$ cat src/rtl/rf_operand_fetch_pkg.sv
// Shared constants and FSM state type for the register-file operand fetch block.
package rf_pkg;

   localparam int unsigned DATA_W   = 16;
   localparam int unsigned NUM_REGS = 16;
   localparam int unsigned ADDR_W   = $clog2(NUM_REGS);

   localparam logic [ADDR_W-1:0] ZERO_REG = '0;

   typedef enum logic [1:0] {
      IDLE  = 2'd0,
      ISSUE = 2'd1,
      WAIT  = 2'd2,
      VALID = 2'd3
   } state_t;

endpackage

$ cat src/rtl/rf_operand_fetch_if.sv
// Request, writeback, register-file and operand-return signals of the operand fetch port set.
interface rf_operand_fetch_if;
   import rf_pkg::*;

   logic              req_valid;
   logic              req_ready;
   logic [ADDR_W-1:0] req_rs1;
   logic [ADDR_W-1:0] req_rs2;

   logic              wb_valid;
   logic [ADDR_W-1:0] wb_addr;
   logic [DATA_W-1:0] wb_data;

   logic [ADDR_W-1:0] RAddr1;
   logic [ADDR_W-1:0] RAddr2;
   logic [ADDR_W-1:0] WAddr;
   logic [DATA_W-1:0] WData;
   logic              Wen;
   logic [DATA_W-1:0] RData1;
   logic [DATA_W-1:0] RData2;

   logic              op_valid;
   logic              op_ready;
   logic [DATA_W-1:0] op_a;
   logic [DATA_W-1:0] op_b;

   // master: the operand fetch block; slave: pipeline and register file around it
   modport master (
      input  req_valid, req_rs1, req_rs2, wb_valid, wb_addr, wb_data,
             RData1, RData2, op_ready,
      output req_ready, RAddr1, RAddr2, WAddr, WData, Wen, op_valid, op_a, op_b
   );

   modport slave (
      output req_valid, req_rs1, req_rs2, wb_valid, wb_addr, wb_data,
             RData1, RData2, op_ready,
      input  req_ready, RAddr1, RAddr2, WAddr, WData, Wen, op_valid, op_a, op_b
   );

endinterface

$ cat src/rtl/rf_bypass_track.sv
// Per-operand writeback bypass: match logic, override flag and shadow value
// covering writes the register file read cannot yet reflect.
module rf_bypass_track
   import rf_pkg::*;
(
   input  logic              clk,
   input  logic              rst_n,
   input  logic              track,
   input  logic              clear,
   input  logic [ADDR_W-1:0] rs,
   input  logic              wb_valid,
   input  logic [ADDR_W-1:0] wb_addr,
   input  logic [DATA_W-1:0] wb_data,
   input  logic [DATA_W-1:0] rdata,
   output logic              hit_c,
   output logic [DATA_W-1:0] fetched_c
);

   logic              override_q;
   logic [DATA_W-1:0] shadow_q;

   assign hit_c = track && wb_valid && (wb_addr == rs) && (rs != ZERO_REG);

   // Same-edge write beats the shadow, which beats the file's read data
   always_comb begin
      fetched_c = rdata;
      if (rs == ZERO_REG) begin
         fetched_c = '0;
      end else if (hit_c) begin
         fetched_c = wb_data;
      end else if (override_q) begin
         fetched_c = shadow_q;
      end
   end

   // A new accept restarts tracking, but a write on the accepting edge still counts
   always_ff @(posedge clk) begin
      if (!rst_n) begin
         override_q <= 1'b0;
         shadow_q   <= '0;
      end else if (clear) begin
         override_q <= hit_c;
         shadow_q   <= hit_c ? wb_data : '0;
      end else if (hit_c) begin
         override_q <= 1'b1;
         shadow_q   <= wb_data;
      end
   end

endmodule

$ cat src/rtl/rf_operand_fetch.sv
// Register-file operand fetch initiator: issues reads, bypasses in-flight writebacks,
// returns operand pairs via valid/ready. Optional bypass counter under RF_BYPASS_CNT_EN.
module rf_operand_fetch
   import rf_pkg::*;
(
   input  logic               Clock,
   input  logic               Reset,
   rf_operand_fetch_if.master bus
`ifdef RF_BYPASS_CNT_EN
   ,
   output logic [15:0]        bypass_cnt
`endif
);

   state_t            state_q;
   state_t            state_d;
   logic              accept_c;
   logic              track_c;
   logic              hit1_c;
   logic              hit2_c;
   logic [ADDR_W-1:0] rs1_sel_c;
   logic [ADDR_W-1:0] rs2_sel_c;
   logic [DATA_W-1:0] fetch1_c;
   logic [DATA_W-1:0] fetch2_c;

   // Next state and request acceptance
   always_comb begin
      state_d       = state_q;
      bus.req_ready = 1'b0;
      case (state_q)
         IDLE: begin
            bus.req_ready = 1'b1;
            if (bus.req_valid) state_d = ISSUE;
         end
         ISSUE: state_d = WAIT;
         WAIT:  state_d = VALID;
         VALID: begin
            if (bus.op_ready) begin
               bus.req_ready = 1'b1;
               state_d       = bus.req_valid ? ISSUE : IDLE;
            end
         end
         default: state_d = IDLE;
      endcase
   end

   always_ff @(posedge Clock) begin
      if (!Reset) state_q <= IDLE;
      else        state_q <= state_d;
   end

   assign accept_c  = bus.req_valid && bus.req_ready;
   // Bypass window: accepting edge through VALID, closed once the pair is consumed
   assign track_c   = accept_c || (state_q == ISSUE) || (state_q == WAIT) ||
                      ((state_q == VALID) && !bus.op_ready);
   assign rs1_sel_c = accept_c ? bus.req_rs1 : bus.RAddr1;
   assign rs2_sel_c = accept_c ? bus.req_rs2 : bus.RAddr2;

   rf_bypass_track u_track_a (
      .clk       (Clock),
      .rst_n     (Reset),
      .track     (track_c),
      .clear     (accept_c),
      .rs        (rs1_sel_c),
      .wb_valid  (bus.wb_valid),
      .wb_addr   (bus.wb_addr),
      .wb_data   (bus.wb_data),
      .rdata     (bus.RData1),
      .hit_c     (hit1_c),
      .fetched_c (fetch1_c)
   );

   rf_bypass_track u_track_b (
      .clk       (Clock),
      .rst_n     (Reset),
      .track     (track_c),
      .clear     (accept_c),
      .rs        (rs2_sel_c),
      .wb_valid  (bus.wb_valid),
      .wb_addr   (bus.wb_addr),
      .wb_data   (bus.wb_data),
      .rdata     (bus.RData2),
      .hit_c     (hit2_c),
      .fetched_c (fetch2_c)
   );

   // Write port staging, read address latch and operand return registers
   always_ff @(posedge Clock) begin
      if (!Reset) begin
         bus.Wen      <= 1'b0;
         bus.WAddr    <= '0;
         bus.WData    <= '0;
         bus.RAddr1   <= '0;
         bus.RAddr2   <= '0;
         bus.op_valid <= 1'b0;
         bus.op_a     <= '0;
         bus.op_b     <= '0;
      end else begin
         bus.Wen   <= bus.wb_valid;
         bus.WAddr <= bus.wb_addr;
         bus.WData <= bus.wb_data;
         if (accept_c) begin
            bus.RAddr1 <= bus.req_rs1;
            bus.RAddr2 <= bus.req_rs2;
         end
         if (state_q == WAIT) begin
            bus.op_valid <= 1'b1;
            bus.op_a     <= fetch1_c;
            bus.op_b     <= fetch2_c;
         end else if (state_q == VALID) begin
            if (bus.op_ready) bus.op_valid <= 1'b0;
            if (hit1_c && !bus.op_ready) bus.op_a <= bus.wb_data;
            if (hit2_c && !bus.op_ready) bus.op_b <= bus.wb_data;
         end
      end
   end

`ifdef RF_BYPASS_CNT_EN
   // Edges with at least one operand override; wraps naturally
   always_ff @(posedge Clock) begin
      if (!Reset)                bypass_cnt <= '0;
      else if (hit1_c || hit2_c) bypass_cnt <= bypass_cnt + 16'd1;
   end
`endif

endmodule
$ cat src/flat_wrapper.sv
// flat-port wrapper written by rule: the top's interface ports become plain ports
module rf_operand_fetch_flat import rf_pkg::*;
  (Clock, Reset, bus_req_valid, bus_req_rs1, bus_req_rs2, bus_wb_valid, bus_wb_addr, bus_wb_data, bus_RData1, bus_RData2, bus_op_ready, bus_req_ready, bus_RAddr1, bus_RAddr2, bus_WAddr, bus_WData, bus_Wen, bus_op_valid, bus_op_a, bus_op_b);
  rf_operand_fetch_if bus_i ();
  input  logic Clock;
  input  logic Reset;
  input wire logic [$bits(bus_i.req_valid)-1:0] bus_req_valid;
  input wire logic [$bits(bus_i.req_rs1)-1:0] bus_req_rs1;
  input wire logic [$bits(bus_i.req_rs2)-1:0] bus_req_rs2;
  input wire logic [$bits(bus_i.wb_valid)-1:0] bus_wb_valid;
  input wire logic [$bits(bus_i.wb_addr)-1:0] bus_wb_addr;
  input wire logic [$bits(bus_i.wb_data)-1:0] bus_wb_data;
  input wire logic [$bits(bus_i.RData1)-1:0] bus_RData1;
  input wire logic [$bits(bus_i.RData2)-1:0] bus_RData2;
  input wire logic [$bits(bus_i.op_ready)-1:0] bus_op_ready;
  output wire logic [$bits(bus_i.req_ready)-1:0] bus_req_ready;
  output wire logic [$bits(bus_i.RAddr1)-1:0] bus_RAddr1;
  output wire logic [$bits(bus_i.RAddr2)-1:0] bus_RAddr2;
  output wire logic [$bits(bus_i.WAddr)-1:0] bus_WAddr;
  output wire logic [$bits(bus_i.WData)-1:0] bus_WData;
  output wire logic [$bits(bus_i.Wen)-1:0] bus_Wen;
  output wire logic [$bits(bus_i.op_valid)-1:0] bus_op_valid;
  output wire logic [$bits(bus_i.op_a)-1:0] bus_op_a;
  output wire logic [$bits(bus_i.op_b)-1:0] bus_op_b;
  assign bus_i.req_valid = bus_req_valid;
  assign bus_i.req_rs1 = bus_req_rs1;
  assign bus_i.req_rs2 = bus_req_rs2;
  assign bus_i.wb_valid = bus_wb_valid;
  assign bus_i.wb_addr = bus_wb_addr;
  assign bus_i.wb_data = bus_wb_data;
  assign bus_i.RData1 = bus_RData1;
  assign bus_i.RData2 = bus_RData2;
  assign bus_i.op_ready = bus_op_ready;
  assign bus_req_ready = bus_i.req_ready;
  assign bus_RAddr1 = bus_i.RAddr1;
  assign bus_RAddr2 = bus_i.RAddr2;
  assign bus_WAddr = bus_i.WAddr;
  assign bus_WData = bus_i.WData;
  assign bus_Wen = bus_i.Wen;
  assign bus_op_valid = bus_i.op_valid;
  assign bus_op_a = bus_i.op_a;
  assign bus_op_b = bus_i.op_b;
  rf_operand_fetch u_core (.Clock(Clock), .Reset(Reset), .bus(bus_i));
endmodule
$ cat config.mk
export PLATFORM = sky130hd
export DESIGN_NAME = rf_operand_fetch_flat
export DESIGN_NICKNAME = d
export VERILOG_FILES = /design/src/rtl/rf_operand_fetch_pkg.sv /design/src/rtl/rf_operand_fetch_if.sv /design/src/rtl/rf_bypass_track.sv /design/src/rtl/rf_operand_fetch.sv /design/src/flat_wrapper.sv
export SDC_FILE = /design/constraint.sdc
export NUM_CORES = 1
export LEC_CHECK = 0
export CORE_ASPECT_RATIO = 1.5
export CORE_MARGIN = 2
export CORE_UTILIZATION = 51
export CTS_CLUSTER_DIAMETER = 30
export DETAILED_ROUTE_END_ITERATION = 10
export PLACE_DENSITY = 0.85
export SLEW_MARGIN = 10
export SYNTH_ARGS = -nofsm -noshare
export SYNTH_HDL_FRONTEND = slang
export SYNTH_SLANG_ARGS = --single-unit
$ cat constraint.sdc
create_clock -name Clock -period 4.3 [get_ports Clock]
set_input_delay 1.29 -clock Clock [delete_from_list [all_inputs] [get_ports Clock]]
set_output_delay 1.29 -clock Clock [all_outputs]
set_load 0.01 [all_outputs]
# After elaboration in Yosys (flattened, before gate mapping)
# Index checks and enable logic that the tools add are counted.
[word_totals] out_inout_bits=63 wordCells=81 ff_bits=98
[op_classes] eq_ne=7 n_reduce_logical=28 muxes=33
[op_table] operator="$mux W16" n=18
[op_table] operator="$reduce_bool A2 Y1" n=6
[op_table] operator="$logic_and A1 B1 Y1" n=9
[op_table] operator="$mux W1" n=9
[op_table] operator="$eq A4 B4 Y1" n=2
[op_table] operator="$logic_not A4 Y1" n=2
[op_table] operator="$mux W4" n=2
[op_table] operator="$pmux W2 S4" n=1
[op_table] operator="$reduce_and A2 Y1" n=4
[op_table] operator="$reduce_bool A4 Y1" n=2
[op_table] operator="$eq A2 B2 Y1 const B" n=2
[op_table] operator="$mux W2" n=2
[op_table] operator="$ne A2 B2 Y1 const B" n=2
[op_table] operator="$logic_or A1 B1 Y1" n=3
[op_table] operator="$eq A2 B1 Y1 const B" n=1
[op_table] operator="$logic_not A2 Y1" n=1
[op_table] operator="$pmux W1 S2" n=1
[op_table] operator="$logic_not A1 Y1" n=1

# Logic depth before layout (Yosys ltp)
[depth] depth_word=13 depth_mapped=11

# Cells and area by module
# A second synthesis with hierarchy kept.
[unflattened] hier_cells=554 area_unflattened_um2=5308.8
[by_module_without_submodules] mod="rf_operand_fetch" cells_per_inst=266 area_per_inst_um2=2829.0 instances=1
[by_module_without_submodules] mod="rf_bypass_track" cells_per_inst=144 area_per_inst_um2=1239.9 instances=2

# Worst setup path before layout
# OpenSTA, ideal clock, no wires.
[synth_path] kind="in2reg" startpoint="input bus_op_ready" endpoint="register u_core.bus.op_a[4]" arrival_time_ns=2.976 slack_ns=1.188 required_time_ns=4.164 setup_time_ns=0.136 cell_stages=9 path_buffers=2 cell_sequence="a21o_4 > nand2_4 > mux2i_1 > xnor2_1 > or4_1 > buf_2 > buf_2 > nand3_1 > a31oi_1"
[synth_via] elab_chain_len=12 elab_cells_between_ends=21 classes_between="1 x eq/ne; 6 x mux; 14 x reduce/logical"
[synth_lines] item="from (decl)" line="flat_wrapper.sv:15" text="input wire logic [$bits(bus_i.op_ready)-1:0] bus_op_ready;"
[synth_lines] item="parallel branches: the longest is 12 deep, another holds $mux W16"
[synth_lines] item="to (signal assigned)" line="rf_operand_fetch.sv:108" text="bus.op_a <= fetch1_c;"
[synth_lines] item="to (signal assigned)" line="rf_operand_fetch.sv:112" text="if (hit1_c && !bus.op_ready) bus.op_a <= bus.wb_data;"
[synth_lines] item="to (decl)" line="rf_operand_fetch_if.sv:31" text="output req_ready, RAddr1, RAddr2, WAddr, WData, Wen, op_valid, op_a, op_b"
# Parallel ways; which one is timed is not known.
# A chain may end at the register's enable or synchronous reset.

# Worst setup path in the final report
[layout_path] startpoint="input bus_op_ready" endpoint="output bus_req_ready"
[layout_via] elab_chain_len=2
[layout_lines] item="$mux W1" line="rf_operand_fetch.sv:38" text="if (bus.op_ready) begin"
[layout_lines] item="$pmux W1 S2" line="rf_operand_fetch.sv:30" text="case (state_q)"
[layout_lines] item="to (decl)" line="flat_wrapper.sv:16" text="output wire logic [$bits(bus_i.req_ready)-1:0] bus_req_ready;"
# Every way passes these cells.

==> summary.md <==
| Metric | Value |
|---|---|
| Worst setup SP type | `input pin` |
| Static Leak | `2.16 nW` |
| DRT Pass-1 Iters | `5` |
| DIE AREA | `approximately 0.0096 mm2` |
| Async SR Flop Fraction | `0` |
| PostCTS Resize Cnt | `0` |
| MaxCap Viol Count | `0` |
| Row cnt | `41` |
| Total number of vias | `approximately 4300` |
| Final Non-Filler Cells | `about 730` |
| Fin Setup TNS | `0 ns` |
| Fin. max-slew vios | `0` |
| Reg2reg start | `u_core.state_q[0]$_SDFFE_PN0P_` |
| Max FO, Critical Path | `5` |
| Area occupied by registers | `between 0.0015 and 0.002 mm2` |
| Routed WL | `approximately 13000 um` |
| I/O Pins | `around 130` |
| Reg-to-reg critical path endpoint | `u_core.bus.op_a[4]$_SDFFE_PN0P_` |
| Hold Vio Cnt, Final | `0` |
| CTS Hold Bufs | `0` |
| Critical Path RT | `about 3.0 ns` |
| Largest net degree at the start of global routing | `between 50 and 60` |
| Worst setup path startpoint | `bus_op_ready` |
| Power density over the cells | `between 500 and 600 mW/mm2` |
| Initial antenna violation count | `0` |
| Worst vdd ir | `roughly 0.0003 V` |
| FF+latch count, synth | `98` |
| Worst-Margin Slew | `between 1 and 1.5 ns` |
| Detail Route Antenna Nets | `0` |
| Gr ovfl total | `0` |
| Power share of the sequential group | `0.356` |
| Starting DRT DRC Count | `between 200 and 300` |
| Share of post-route cells with drive strength above 1 | `0.118` |
| Sw Pwr | `approximately 1.2 mW` |
| Setup repair bufs after CTS | `0` |
| Crit share post-route | `0.911` |
| Core Util, Final | `0.726` |
| Clk slew on worst S/H paths | `approximately 0.06 ns` |
| Final net count | `just under 700` |
| Arrival time worst endpoint | `approximately 2.6 ns` |
| Worst-Skew Late Latency | `0.34 ns` |
| Total global-route track usage | `0.278` |
| H-tree levels | `3` |
| Clk sink count | `a little under 100` |
| Ys flop type | `dfxtp_1` |
| Netlist cell types | `slightly above 40` |
| Via density | `5.98` |
| Root buf cell | `clkbuf_16` |
| GR peak layer | `met2` |
| RSZ-0062 raised after global routing | `no` |
| CTS tree | `built` |
| Syn Nets | `around 570` |
| PortBufs | `approximately 130` |
| Slew margin rel. | `0.204` |
| Logic pwr share | `0.419` |
| Vias in the first global route | `4238` |
| Mapped cell area | `between 0.004 and 0.005 mm2` |
| Switching Fraction | `0.362` |
| Clock power share | `0.226` |
| Post-DP HPWL | `between 9000 and 10000 um` |
| Final min period | `between 3 and 4 ns` |
| TritonCTS buffer count | `9` |
| M1 GR Usage | `0.311` |
| DRC viols | `0` |
| Setup CP Type | `in -> out` |
| R2R Setup Slk | `between 1 and 1.5 ns` |
| GPL Wtd Cong | `0.847` |
| Cells after Synth | `just over 500` |
| Fmax | `about 0.26 GHz` |
| First-pass GRT wire length | `20800 um` |
| Fillers | `about 640` |
| Post-synthesis sequential area ratio | `0.438` |
| Layout Skew | `about 0.0047 ns` |
| Multi-input combinational cell area | `roughly 0.0023 mm2` |
| Power Internal | `between 2 and 2.5 mW` |
| Hold Path Class | `reg -> reg` |
| Starting density of the core | `0.529` |
| Die H | `119 um` |
| Critical path endpoint | `bus_req_ready` |
| Avg Inst Size Synth | `8.90 um2` |
| # setup viols final | `0` |
| Core area | `approximately 0.0085 mm2` |
| Placed insts | `711` |
| R2R depth | `10` |
| Outcome | `completed` |
| CP Capture Type | `primary output` |
| Synthesis warning total | `0` |
| GR Layer Usage met3 | `0.0489` |
| Hold Slack | `0.478 ns` |
| Wire length per cell | `between 15 and 20 um` |
| Die outline width | `approximately 81 um` |
| Met2 GRT Util | `0.488` |
| Ant diodes | `0` |
| Area grow syn2layout | `37.3%` |
| CTS max path bufs | `2` |
| EDFF count, synth | `0` |
synth_stat cells (2+ instances only):
cell | count | area [um2]
a21boi_0 | 35 | 263
o41ai_2 | 2 | 32.5
inv_1 | 6 | 22.5
a31oi_1 | 30 | 188
nand2_1 | 36 | 135
or3_1 | 3 | 18.8
nand3_1 | 64 | 320
buf_2 | 14 | 70.1
xnor2_1 | 6 | 52.6
dfxtp_1 | 98 | 1960
o211ai_1 | 2 | 15.0
a21oi_1 | 10 | 50.1
buf_1 | 3 | 11.3
nor3_1 | 6 | 30.0
or4_1 | 2 | 15.0
o2111ai_1 | 2 | 17.5
and2_1 | 21 | 131
o21ai_0 | 63 | 315
mux2_2 | 32 | 360
nor2_1 | 2 | 7.51
nor2b_1 | 9 | 56.3
nor4_2 | 2 | 25.0
and3_1 | 2 | 12.5
o221ai_1 | 2 | 17.5
ha_1 | 4 | 50.1
o21ai_1 | 3 | 15.0
clkbuf_1 | 24 | 90.1
mux2i_1 | 7 | 70.1
how the worst min path moves through the flow:
stage,startpoint,end,slack (ns),depth (start not counted)
2_1_floorplan,u_core.u_track_a.shadow_q[10]$_SDFFE_PN0P_,u_core.u_track_a.shadow_q[10]$_SDFFE_PN0P_,0.45,2
3_3_place_gp,u_core.u_track_b.shadow_q[8]$_SDFFE_PN0P_,u_core.u_track_b.shadow_q[8]$_SDFFE_PN0P_,0.46,2
3_5_place_dp,u_core.u_track_b.shadow_q[1]$_SDFFE_PN0P_,u_core.u_track_b.shadow_q[1]$_SDFFE_PN0P_,0.47,2
4_1_cts,u_core.u_track_b.shadow_q[1]$_SDFFE_PN0P_,u_core.u_track_b.shadow_q[1]$_SDFFE_PN0P_,0.48,2
5_1_grt,u_core.u_track_b.shadow_q[1]$_SDFFE_PN0P_,u_core.u_track_b.shadow_q[1]$_SDFFE_PN0P_,0.50,2
6_report,u_core.u_track_b.shadow_q[0]$_SDFFE_PN0P_,u_core.u_track_b.shadow_q[0]$_SDFFE_PN0P_,0.48,2
registers in the layout, indices dropped and copies added (netlist names):
register / cells
u_core.u_track_a.override_q: 1
u_core.bus.Wen: 1
u_core.u_track_b.override_q: 1
u_core.bus.WData: 16
u_core.bus.op_valid: 1
u_core.u_track_a.shadow_q: 16
u_core.bus.op_a: 16
u_core.u_track_b.shadow_q: 16
u_core.bus.RAddr2: 4
u_core.bus.RAddr1: 4
u_core.state_q: 2
u_core.bus.WAddr: 4
u_core.bus.op_b: 16
cell usage in the layout (no fill, tap or decap), types with 3 or more instances in the layout:
cell / count
ha_1: 4
or3_1: 3
and2_1: 21
a21boi_0: 35
clkdlybuf4s50_1: 126
a21oi_1: 10
dfxtp_1: 98
xnor2_1: 6
buf_4: 16
a31oi_1: 30
nand3_1: 64
nand2_1: 36
nor2b_1: 9
inv_1: 6
mux2_2: 32
mux2i_1: 7
o21ai_0: 63
o21ai_1: 3
clkbuf_16: 9
nor3_1: 5
clkinvlp_4: 3
layout make-up:
type | count | share of cell area
Clock buffer | 12 | 0.0401
Clock inverter | 4 | 0.00448
Inverter | 6 | 0.00366
Multi-Input combinational cell | 356 | 0.382
Sequential cell | 98 | 0.319
Tap cell | 107 | 0.0218
Timing Repair Buffer | 144 | 0.229
per-layer routing:
layer / wire [um] / share of wire / up-vias
li1: - / - / 2033
met5: 0 / 0 / -
met2: 6920 / 0.52 / 200
met3: 807 / 0.061 / 38
met1: 5020 / 0.38 / 2076
met4: 577 / 0.043 / 0
per-stage QoR:
| step | total power, mW | instance area [um2] | setup slack [ns] |
|---|---|---|---|
| final | 3.32 | 6150 | 0.385 |
| after global routing | 3.48 | 6150 | 0.326 |
| after CTS | 3.32 | 6150 | 0.403 |
| after detailed placement | 2.57 | 5870 | 0.378 |
| after global placement | 2.53 | 5870 | 0.429 |
| after floorplan | 1.93 | 4480 | 1.19 |
power groups by stage:
stage	Sequential [mW]	Clock, mW	Combinational, mW
2_1_floorplan	1.23	0	0.696
3_3_place_gp	1.19	0	1.34
3_5_place_dp	1.19	0	1.37
4_1_cts	1.18	0.755	1.38
5_1_grt	1.19	0.788	1.50
6_report	1.18	0.748	1.39
kinds of logic after synthesis:
| family | synth area share |
|---|---|
| compound gates | 0.219 |
| simple gates | 0.176 |
| flops | 0.438 |
| buf+inv | 0.0470 |
| mux | 0.0961 |
| xor+xnor | 0.0117 |
| fa+ha+maj | 0.0112 |
worst max-delay path, cell delays in order:
cell and delay, ns:
clkdlybuf4s50_1 0.59, a21oi_1 0.12, nor2_1 0.09, clkdlybuf4s50_1 0.53
Note: power is estimated with default switching activity, not from simulation.
==> edit: new RTL, config.mk and constraints unchanged <==
The 4 states of `state_t` get a one-hot encoding in 4 bits.
--- a/src/rtl/rf_operand_fetch_pkg.sv
+++ b/src/rtl/rf_operand_fetch_pkg.sv
@@ -7,11 +7,11 @@
 
    localparam logic [ADDR_W-1:0] ZERO_REG = '0;
 
-   typedef enum logic [1:0] {
-      IDLE  = 2'd0,
-      ISSUE = 2'd1,
-      WAIT  = 2'd2,
-      VALID = 2'd3
+   typedef enum logic [3:0] {
+      IDLE  = 4'b0001,
+      ISSUE = 4'b0010,
+      WAIT  = 4'b0100,
+      VALID = 4'b1000
    } state_t;
 
 endpackage
Check against the original RTL: same outputs for any inputs over 4 cycles, from zero or initial values and one cycle with Reset low; so few cycles prove little.
==> edit against the unedited design <==
Setup slack worse by 160 ps; global-route usage is 0.29 points lower; synthesized area is 3.4% higher; fmax is 4.0% lower; final area is 1.8% higher; wire length is 1.2% higher; sequential cell count is 2 higher; non-clock buffer count is 6 lower; synthesized cell count is 3.8% lower; worst hold slack better by 43 ps; sequential share of layout area is 0.085 points higher; critical path type is now in2reg.
Power is not compared: it rests on default switching activity, and its combinational part moved more than twofold at a synthesized area within 25%.
==> edit: results (changes against the unedited design) <==
| Metric | Value |
|---|---|
| WL final | `13.5 mm (+1.2%)` |
| Layout cells sized above 1 | `0.145 (+0.0275)` |
| Warnings from Yosys | `0 (unchanged)` |
| HP Class | `reg2reg` |
| Placer Congestion | `0.825 (-2.6%)` |
| Hold depth | `2 (unchanged)` |
| Worst-Margin Slew | `1080 ps (-108 ps)` |
| Crit path max fanout | `14 (+9)` |
| Total track usage | `0.275 (-0.00286)` |
| DR iter-0 viols | `316 (+6.4%)` |
| Initial antenna violation count | `0 (unchanged)` |
| Net count, final | `659 (-3.7%)` |
| RR Startpoint | `u_core.state_q[0]` |
| Reg area | `0.00200 mm^2 (+2.0%)` |
| Post-DP HPWL | `9.34 mm (+1.7%)` |
| CP arrival | `4360 ps (+1730 ps)` |
| Hold Path Sink | `u_core.bus.op_valid` |
| Register area share after synthesis | `0.433 (-0.00557)` |
| Synthesized Nets | `549 (-4.0%)` |
| Later-pin clock latency in the skew report | `340 ps (about the same)` |
| Cell variety after synth | `45 (+9.8%)` |
| CTS root buf | `clkbuf_16` |
| First-pass GRT wire length | `20.7 mm (-0.56%)` |
| Commonest register cell after synthesis | `dfxtp_1` |
| Met1 Use GR | `0.302 (-0.00894)` |
| RR Endpoint | `u_core.u_track_a.shadow_q[6]` |
| M2 GR Usage | `0.468 (-0.0190)` |
| Diode count | `0 (unchanged)` |
| Status | `complete, no violations` |
| Top cells by count, synth | `dfxtp_1 (100), a21oi_1 (37), and3_1 (34), mux2_2 (33), a22oi_1 (30)` |
| Port Buf Inserts | `127 (unchanged)` |
| Reg2reg path depth | `9 (-1)` |
| Hold_sp | `u_core.bus.op_valid` |
| Cts bufs inserted | `9 (unchanged)` |
| Post-cts sizing count | `0 (unchanged)` |
| Async set-reset flop share out of synthesis | `0 (unchanged)` |
| Post-CTS setup buffer count | `0 (unchanged)` |
| Drt first pass iters | `4 (-1)` |
| Met3 usage | `0.0515 (+0.00264)` |
| Ranking of synthesized cells by area | `dfxtp_1 (43%), mux2_2 (8.0%), a22oi_1 (4.9%)` |
| Largest net degree at the start of global routing | `68 (+33%)` |
| Worst vdd ir | `231 uV` |
| Fill cells | `668 (+5.2%)` |
| CP Launch Point | `bus_op_ready` |
| Max clock buf depth | `2 (unchanged)` |
| Worst R2R Setup Slack | `1090 ps (-310 ps)` |
| CTS clock-pin slew for the worst setup and hold paths | `70 ps` |
| CTS H-Tree Depth | `3 (unchanged)` |
| Area after detailed placement | `0.00594 mm^2 (+1.0%)` |
| Clock skew | `6.88 ps (+2.16 ps)` |
| Via count | `4,146 (-4.6%)` |
edit: cell types whose count changed after synthesis, moves of 13 or more:
| cell | before | now |
|---|---|---|
| a22oi_1 | 0 | 30 |
| a21boi_0 | 35 | 4 |
| nor2b_1 | 9 | 22 |
| mux2i_1 | 7 | 22 |
| o21a_1 | 0 | 17 |
| a211oi_1 | 1 | 15 |
| or2_2 | 0 | 17 |
| nand3_1 | 64 | 2 |
| nand2_1 | 36 | 16 |
| a31oi_1 | 30 | 0 |
| a21oi_1 | 10 | 37 |
| and3_1 | 2 | 34 |
| o21ai_0 | 63 | 23 |
edit: per-layer routing:
layer | wire, um | part of all wire | up-vias
met5 | 0 | 0 | -
met4 | 769 | 0.057 | 0
met3 | 757 | 0.056 | 45
met1 | 5120 | 0.38 | 1972
met2 | 6840 | 0.51 | 162
li1 | - | - | 1967
edit: area by class of cell:
cell class | count | share of cell area
inverter | 1 | 0.000600
timing repair buffer | 138 | 0.218
clock inverter | 4 | 0.00880
multi-input combinational | 344 | 0.389
sequential | 100 | 0.320
clock buffer | 12 | 0.0426
tap | 110 | 0.0220
edit: logic make-up after synthesis:
family,count (synthesis),share of synthesized area
AOI/OAI and AO/OA,136,0.194
buffers and inverters,40,0.0430
muxes,55,0.128
and+or+nand+nor,148,0.193
xor gates and xnor gates,5,0.00947
DFF,100,0.433
edit: worst max-delay path: stages:
cell             delay (ps)
clkdlybuf4s50_1         470
and3b_2                 280
o211ai_4                300
nor4_1                  110
a311oi_1                480
nor4_4                  100
buf_4                   200
nor2_1                  790
a22oi_1                 160
nor2b_1                 170
edit: metrics by stage:
stage               setup WS, ps  power [mW]  cells  hold WS (ps)
global placement           -3.23        1.24    693           492
floorplan                    989        1.11    484           482
global route                9.52        2.15    709           546
detailed placement         -97.4        1.25    693           505
finish                       220        2.08    709           521
CTS                          249        2.09    709           524
edit: how the worst max path moves through the flow:
stage,endpoint,cells after the start
floorplan,u_core.bus.op_b[10],11
global placement,u_core.u_track_a.shadow_q[12],11
detailed placement,u_core.u_track_a.shadow_q[11],11
CTS,u_core.u_track_a.shadow_q[11],11
global route,u_core.bus.op_a[8],10
finish,u_core.u_track_a.shadow_q[6],10
edit: where the power goes:
| part | total [mW] | switching, mW | internal (mW) | leakage, nW |
|---|---|---|---|---|
| logic | 0.273 | 0.129 | 0.144 | 1.59 |
| registers | 0.960 | 0.0146 | 0.946 | 0.813 |
| clock network | 0.851 | 0.349 | 0.502 | 0.155 |
| total | 2.08 | 0.493 | 1.59 | 2.55 |
